==> src/rtl/tank_ctrl_pkg.sv <==
// Shared types for the tank fill controller: FSM state encoding,
// debounced comparator flag codes and the code validity check.
package tank_ctrl_pkg;

   typedef enum logic [2:0] {
      ST_IDLE  = 3'd0,
      ST_FILL  = 3'd1,
      ST_FULL  = 3'd2,
      ST_DRAIN = 3'd3,
      ST_FAULT = 3'd4
   } state_t;

   // Flag pattern is {gt, eq, lt}
   localparam logic [2:0] CODE_UNK = 3'b000;
   localparam logic [2:0] CODE_LT  = 3'b001;
   localparam logic [2:0] CODE_EQ  = 3'b010;
   localparam logic [2:0] CODE_GT  = 3'b100;

   function automatic logic is_valid_code(input logic [2:0] c);
      return (c == CODE_LT) || (c == CODE_EQ) || (c == CODE_GT);
   endfunction

endpackage

==> src/rtl/flag_debounce.sv <==
// Run-length debouncer for the comparator flag pattern; emits the
// accepted code and a single upd pulse once a run reaches DEB_CYCLES.
module flag_debounce
   import tank_ctrl_pkg::*;
#(
   parameter int DEB_CYCLES = 4
) (
   input  logic       clk,
   input  logic       rst,
   input  logic [2:0] p,
   output logic [2:0] stable,
   output logic       upd
);

   localparam int CW = $clog2(DEB_CYCLES + 1);
   localparam logic [CW-1:0] C_ONE = CW'(1);
   localparam logic [CW-1:0] C_MAX = CW'(DEB_CYCLES);
   localparam logic [CW-1:0] C_PRE = CW'(DEB_CYCLES - 1);

   logic [2:0]    r_prev;
   logic [2:0]    r_stable;
   logic [CW-1:0] r_cnt;
   logic          r_upd;

   logic w_same;
   logic w_hit;

   assign w_same = (p == r_prev);
   // Counter saturates at C_MAX, so the hit happens once per run
   assign w_hit  = w_same && (r_cnt == C_PRE);

   always_ff @(posedge clk) begin
      if (rst) begin
         r_prev   <= CODE_UNK;
         r_stable <= CODE_UNK;
         r_cnt    <= '0;
         r_upd    <= 1'b0;
      end else begin
         r_prev <= p;
         r_upd  <= w_hit;
         if (!w_same) begin
            r_cnt <= C_ONE;
         end else if (r_cnt != C_MAX) begin
            r_cnt <= r_cnt + C_ONE;
         end
         if (w_hit) begin
            r_stable <= p;
         end
      end
   end

   assign stable = r_stable;
   assign upd    = r_upd;

endmodule

==> src/rtl/tank_fill_controller.sv <==
// Fill/drain valve controller: debounced level flags drive a Moore FSM
// with per-state timeout and a sticky overshoot/fault alarm.
module tank_fill_controller
   import tank_ctrl_pkg::*;
#(
   parameter int DEB_CYCLES    = 4,
   parameter int FILL_TIMEOUT  = 200,
   parameter int DRAIN_TIMEOUT = 100
) (
   input  logic       clk,
   input  logic       rst,
   input  logic       en,
   input  logic       lt,
   input  logic       eq,
   input  logic       gt,
   input  logic       ack,
   output logic       valve,
   output logic       drain,
   output logic       alarm,
   output logic       fault,
   output logic [2:0] state
);

   localparam int TMAX =
      (FILL_TIMEOUT > DRAIN_TIMEOUT) ? FILL_TIMEOUT : DRAIN_TIMEOUT;
   localparam int TW = $clog2(TMAX);
   localparam logic [TW-1:0] T_ONE     = TW'(1);
   localparam logic [TW-1:0] FILL_LIM  = TW'(FILL_TIMEOUT - 1);
   localparam logic [TW-1:0] DRAIN_LIM = TW'(DRAIN_TIMEOUT - 1);

   logic [2:0]    w_pat;
   logic [2:0]    w_stable;
   logic          w_upd;
   logic          w_inv;
   logic          w_fill_to;
   logic          w_drain_to;
   logic          w_over;
   logic          w_set;
   logic          w_timing;

   state_t        r_state;
   state_t        w_next;
   logic [TW-1:0] r_tmr;
   logic          r_alarm;

   assign w_pat = {gt, eq, lt};

   flag_debounce #(
      .DEB_CYCLES(DEB_CYCLES)
   ) u_deb (
      .clk   (clk),
      .rst   (rst),
      .p     (w_pat),
      .stable(w_stable),
      .upd   (w_upd)
   );

   // UNK is neither valid nor a fault trigger
   assign w_inv = w_upd
                  && !is_valid_code(w_stable)
                  && (w_stable != CODE_UNK);

   assign w_fill_to  = (r_tmr == FILL_LIM);
   assign w_drain_to = (r_tmr == DRAIN_LIM);

   always_comb begin
      w_next = r_state;
      w_over = 1'b0;
      unique case (r_state)
         ST_IDLE: begin
            if (w_inv) begin
               w_next = ST_FAULT;
            end else if (en && (w_stable == CODE_LT)) begin
               w_next = ST_FILL;
            end else if (en && (w_stable == CODE_GT)) begin
               w_next = ST_DRAIN;
            end
         end
         ST_FILL: begin
            if (w_inv || w_fill_to) begin
               w_next = ST_FAULT;
            end else if (!en) begin
               w_next = ST_IDLE;
            end else if (w_stable == CODE_EQ) begin
               w_next = ST_FULL;
            end else if (w_stable == CODE_GT) begin
               w_next = ST_DRAIN;
               w_over = 1'b1;
            end
         end
         ST_FULL: begin
            if (w_inv) begin
               w_next = ST_FAULT;
            end else if (!en) begin
               w_next = ST_IDLE;
            end else if (w_stable == CODE_LT) begin
               w_next = ST_FILL;
            end else if (w_stable == CODE_GT) begin
               w_next = ST_DRAIN;
            end
         end
         ST_DRAIN: begin
            if (w_inv || w_drain_to) begin
               w_next = ST_FAULT;
            end else if (!en) begin
               w_next = ST_IDLE;
            end else if (w_stable == CODE_EQ) begin
               w_next = ST_FULL;
            end else if (w_stable == CODE_LT) begin
               w_next = ST_FILL;
            end
         end
         ST_FAULT: begin
            if (ack) begin
               w_next = ST_IDLE;
            end
         end
         default: begin
            w_next = ST_FAULT;
         end
      endcase
   end

   always_ff @(posedge clk) begin
      if (rst) begin
         r_state <= ST_IDLE;
      end else begin
         r_state <= w_next;
      end
   end

   assign w_timing = (r_state == ST_FILL) || (r_state == ST_DRAIN);

   // Saturating count; the timeout compare fires before the top
   always_ff @(posedge clk) begin
      if (rst) begin
         r_tmr <= '0;
      end else if ((w_next != r_state) || !w_timing) begin
         r_tmr <= '0;
      end else if (r_tmr != '1) begin
         r_tmr <= r_tmr + T_ONE;
      end
   end

   assign w_set = w_over
                  || ((w_next == ST_FAULT) && (r_state != ST_FAULT));

   // A new set beats a simultaneous ack
   always_ff @(posedge clk) begin
      if (rst) begin
         r_alarm <= 1'b0;
      end else if (w_set) begin
         r_alarm <= 1'b1;
      end else if (ack) begin
         r_alarm <= 1'b0;
      end
   end

   assign valve = (r_state == ST_FILL);
   assign drain = (r_state == ST_DRAIN);
   assign fault = (r_state == ST_FAULT);
   assign alarm = r_alarm;
   assign state = r_state;

endmodule

==> config.mk <==
export PLATFORM = sky130hd
export DESIGN_NAME = tank_fill_controller
export DESIGN_NICKNAME = d
export VERILOG_FILES = /design/src/rtl/tank_ctrl_pkg.sv /design/src/rtl/flag_debounce.sv /design/src/rtl/tank_fill_controller.sv
export SDC_FILE = /design/constraint.sdc
export NUM_CORES = 1
export LEC_CHECK = 0
export BUFFER_PORTS_ARGS = -buffer_cell sky130_fd_sc_hd__buf_2
export CAP_MARGIN = 20
export CORE_UTILIZATION = 25
export DETAILED_ROUTE_END_ITERATION = 6
export GPL_TIMING_DRIVEN = 1
export PLACE_DENSITY = 0.52
export SLEW_MARGIN = 20
export SYNTH_ARGS = -nofsm -noshare
export SYNTH_HDL_FRONTEND = slang
export SYNTH_SLANG_ARGS = --single-unit
==> constraint.sdc <==
create_clock -name clk -period 2.47 [get_ports clk]
set_clock_uncertainty 0.2 [all_clocks]
set_input_delay 0.247 -clock clk [delete_from_list [all_inputs] [get_ports clk]]
set_output_delay 0.247 -clock clk [all_outputs]
set_load 0.05 [all_outputs]
==> reports/metrics.yaml <==
global_routing:
  grt.overflow.total: 0
  first_global_vias: 985
  grt_max_degree: 14
  antenna_found_initial: 0
  track_usage_pct: 10.8
  grt_pass1_wl_mm: 4.48
routing:
  route.detailed.drc: 0
  drtIter0Drc: 44
  vias: 1017
  drt-pass1-iter-count: 4
  routed_wl_mm: 2.51
  drt-wirelength-per-cell_um: 11.5
  final_antenna_net_count: 0
  vias_per_cell: 4.67
clock_tree:
  cts_hold_buf: 0
  cts_tree: "done"
  cts_setup_buffers: 0
  numCtsBuffers: 3
  cts_max_path_buffers: 2
  clk_transition_reported_paths_ns: 0.08
  cts-root-buf: "clkbuf_8"
  ctsResizeCount: 0
  clk_latency_ns: 0.26
  clock-sinks: 22
  cts-htree-levels: 1
power:
  leakage_nw: 0.538
  peakVddDrop_uv: 208
  powerDensity_nw_per_um2: 497
worst_setup_path:
  crit_top_cell: "nand4_1"
  arrival_ns: 2.14
  critPathSlowestCell: "dfxtp_1"
  critPathBufInv: 0
  crit_path_max_incr_delay_ns: 0.37
  end_kind: "flip-flop"
  path_max_fanout: 8
  startpoint_type: "flip-flop"
  path_cells: "ha_1, and4bb_2, nand4_1, nand4_1, nand3_2, a2111oi_2"
  path_class: "flip-flop to flip-flop"
  critical-path-top-delay-family: "simple AND/OR/NAND/NOR gates"
  worstPathRequired_ns: 2.43
layout:
  fin_nets: 163
  layout-drive-gt1-share_pct: 20.5
  stdcell_count: 218
  area_growth_pct: 16.6
  num_antenna_cells: 0
flow_run:
  maxCapViolations: 0
floorplanning:
  start_util_pct: 26.3
  coreArea_um2: 4790
  num_rows: 25
  die_w_um: 73.0
  die_area_um2: 5320
  die_h_um: 73.0
  ios: 14
timing:
  worst_pin_slew_ns: 0.471
  finalCriticalPeriod_ns: 2.18
  finalHoldViolCount: 0
  finalSetupTns_ns: 0
  rsz0062_at_grt: "no"
  max_freq_mhz: 459
  finalMaxSlewViolations: 0
  report.final.setup_viol: 0
  relSlewSlack_pct: 68.2
  whs_ns: 0.0321
  finalCritPeriodShare_pct: 88.1
min_path:
  hp-class: "input port to flip-flop"
logic_synthesis:
  yosysSeqAreaShare_pct: 35.0
  synth-seq-cells: 22
  syn_inst: 139
  yosys_warnings: 0
  syn_area_um2: 1260
  syn_avg_cell_area_um2: 9.06
  synth_cell_types: 42
  synth_nets: 150
place:
  dpl.cell_count: 214
  routabilityCongestion: 0.816
  io_buffers: 13
  hpwlAfterDp_mm: 1.87
outcome:
  status: "completed"
## layout by cell type (no fill, tap or decap), types with 3 or more instances in the layout
cell      Yosys  routed
a21oi_1       8       8
a31oi_1       3       3
buf_2         5      13
clkbuf_8      0       3
dfxtp_1      22      22
ha_1          4       4
inv_1         7       7
mux2i_1       4       4
nand2_1       8       8
nand3_1       4       4
nand4_1       3       3
nor2_1       12      12
nor2b_1       6       6
nor3_1        9       9
o21ai_0       4       4
xnor2_1       4       4
xor2_1        4       4
## worst reg2reg max path: stages (launching register included)
cell	delay (ns)
dfxtp_1	0.37
ha_1	0.26
and4bb_2	0.31
nand4_1	0.19
nand4_1	0.20
nand3_2	0.21
a2111oi_2	0.33
## cell families after synthesis
kind of cell,after synthesis,share of synthesized area [%]
AOI/OAI and AO/OA,27,16.8
xor gates and xnor gates,9,7.75
adders and majority gates,5,4.77
buffers and inverters,13,4.37
DFF,22,35.0
muxes,4,3.18
and+or+nand+nor,59,28.1
## metrics by stage
stage          util, %  cell area, µm²  setup slack (ns)  total power [mW]
2_1_floorplan        -            1270            0.0392             0.387
3_3_place_gp      29.2            1400             0.381             0.398
3_5_place_dp      29.2            1400             0.309             0.398
4_1_cts           30.7            1470             0.283             0.737
5_1_grt           30.7            1470            0.0458             0.758
6_report          30.7            1470             0.294             0.729
## worst paths after layout
path,startpoint,endpoint,slack [ns],depth (start not counted)
worst max-delay path,r_tmr[0]$_SDFFE_PP0P_,r_tmr[7]$_SDFFE_PP0P_,0.29,6
worst min-delay path,lt,u_deb.r_prev[0]$_SDFF_PP0_,0.03,2
worst max register to register,r_tmr[0]$_SDFFE_PP0P_,r_tmr[7]$_SDFFE_PP0P_,0.29,6
worst min register to register,u_deb.r_cnt[1]$_SDFFE_PP0P_,u_deb.r_cnt[1]$_SDFFE_PP0P_,0.31,2
## where the power goes
part | switching (mW) | leakage [nW] | internal [mW] | total [mW]
Sequential | 0.00277 | 0.178 | 0.359 | 0.362
Clock | 0.123 | 0.0357 | 0.217 | 0.340
Combinational | 0.0153 | 0.324 | 0.0127 | 0.0279
Total | 0.141 | 0.538 | 0.588 | 0.729
## state kept, by name, indices dropped and copies added, names as in the netlist
signal,flops
r_tmr,8
state,3
u_deb.r_cnt,3
u_deb.r_prev,3
u_deb.stable,3
alarm,1
u_deb.upd,1
## synthesized netlist by cell type
library cell / instances / area [µm²]
and3_1: 1 / 6.26
mux2i_1: 4 / 40.0
buf_2: 5 / 25.0
inv_1: 7 / 26.3
nand3_1: 4 / 20.0
nand4_1: 3 / 18.8
a21oi_1: 8 / 40.0
a2111oi_2: 1 / 15.0
and4bb_1: 1 / 12.5
dfxtp_1: 22 / 440
o2111ai_4: 1 / 26.3
nor3b_4: 1 / 18.8
nor3_1: 9 / 45.0
nor4_2: 2 / 25.0
a21oi_2: 1 / 8.76
o21ai_0: 4 / 20.0
nand2b_1: 1 / 6.26
and2_1: 1 / 6.26
clkbuf_1: 1 / 3.75
nor2_1: 12 / 45.0
nor2b_1: 6 / 37.5
nor4_1: 2 / 12.5
xor2_1: 4 / 35.0
a21o_1: 1 / 7.51
xnor2_4: 1 / 27.5
o21ba_2: 1 / 10.0
o21bai_1: 1 / 7.51
or3b_1: 1 / 8.76
xnor2_1: 4 / 35.0
o21ba_4: 1 / 16.3
nand3_2: 1 / 10.0
nand4b_1: 1 / 8.76
o311ai_0: 1 / 8.76
ha_1: 4 / 50.1
maj3_1: 1 / 10.0
nand2_1: 8 / 30.0
nor3b_1: 4 / 30.0
a41oi_1: 1 / 8.76
o211ai_1: 2 / 15.0
and4bb_2: 1 / 12.5
a2bb2oi_1: 1 / 8.76
a31oi_1: 3 / 18.8
## layer usage
layer	vias up	wire, µm	track usage, %
met3	4	79	2.21
met2	16	1140	17.2
met4	0	27	3.49
li1	522	-	-
met1	475	1250	14.6
met5	-	0	0
## area by class of cell
type	instances	area, µm²
inverters	7	26.3
clock inverters	1	30.0
multi-input cells	104	773
flip-flops and latches	22	440
repair buffers	14	72.6
fillers	511	3320
clock buffers	3	41.3
well taps	67	83.8
Power figures use the tool's default switching activity.
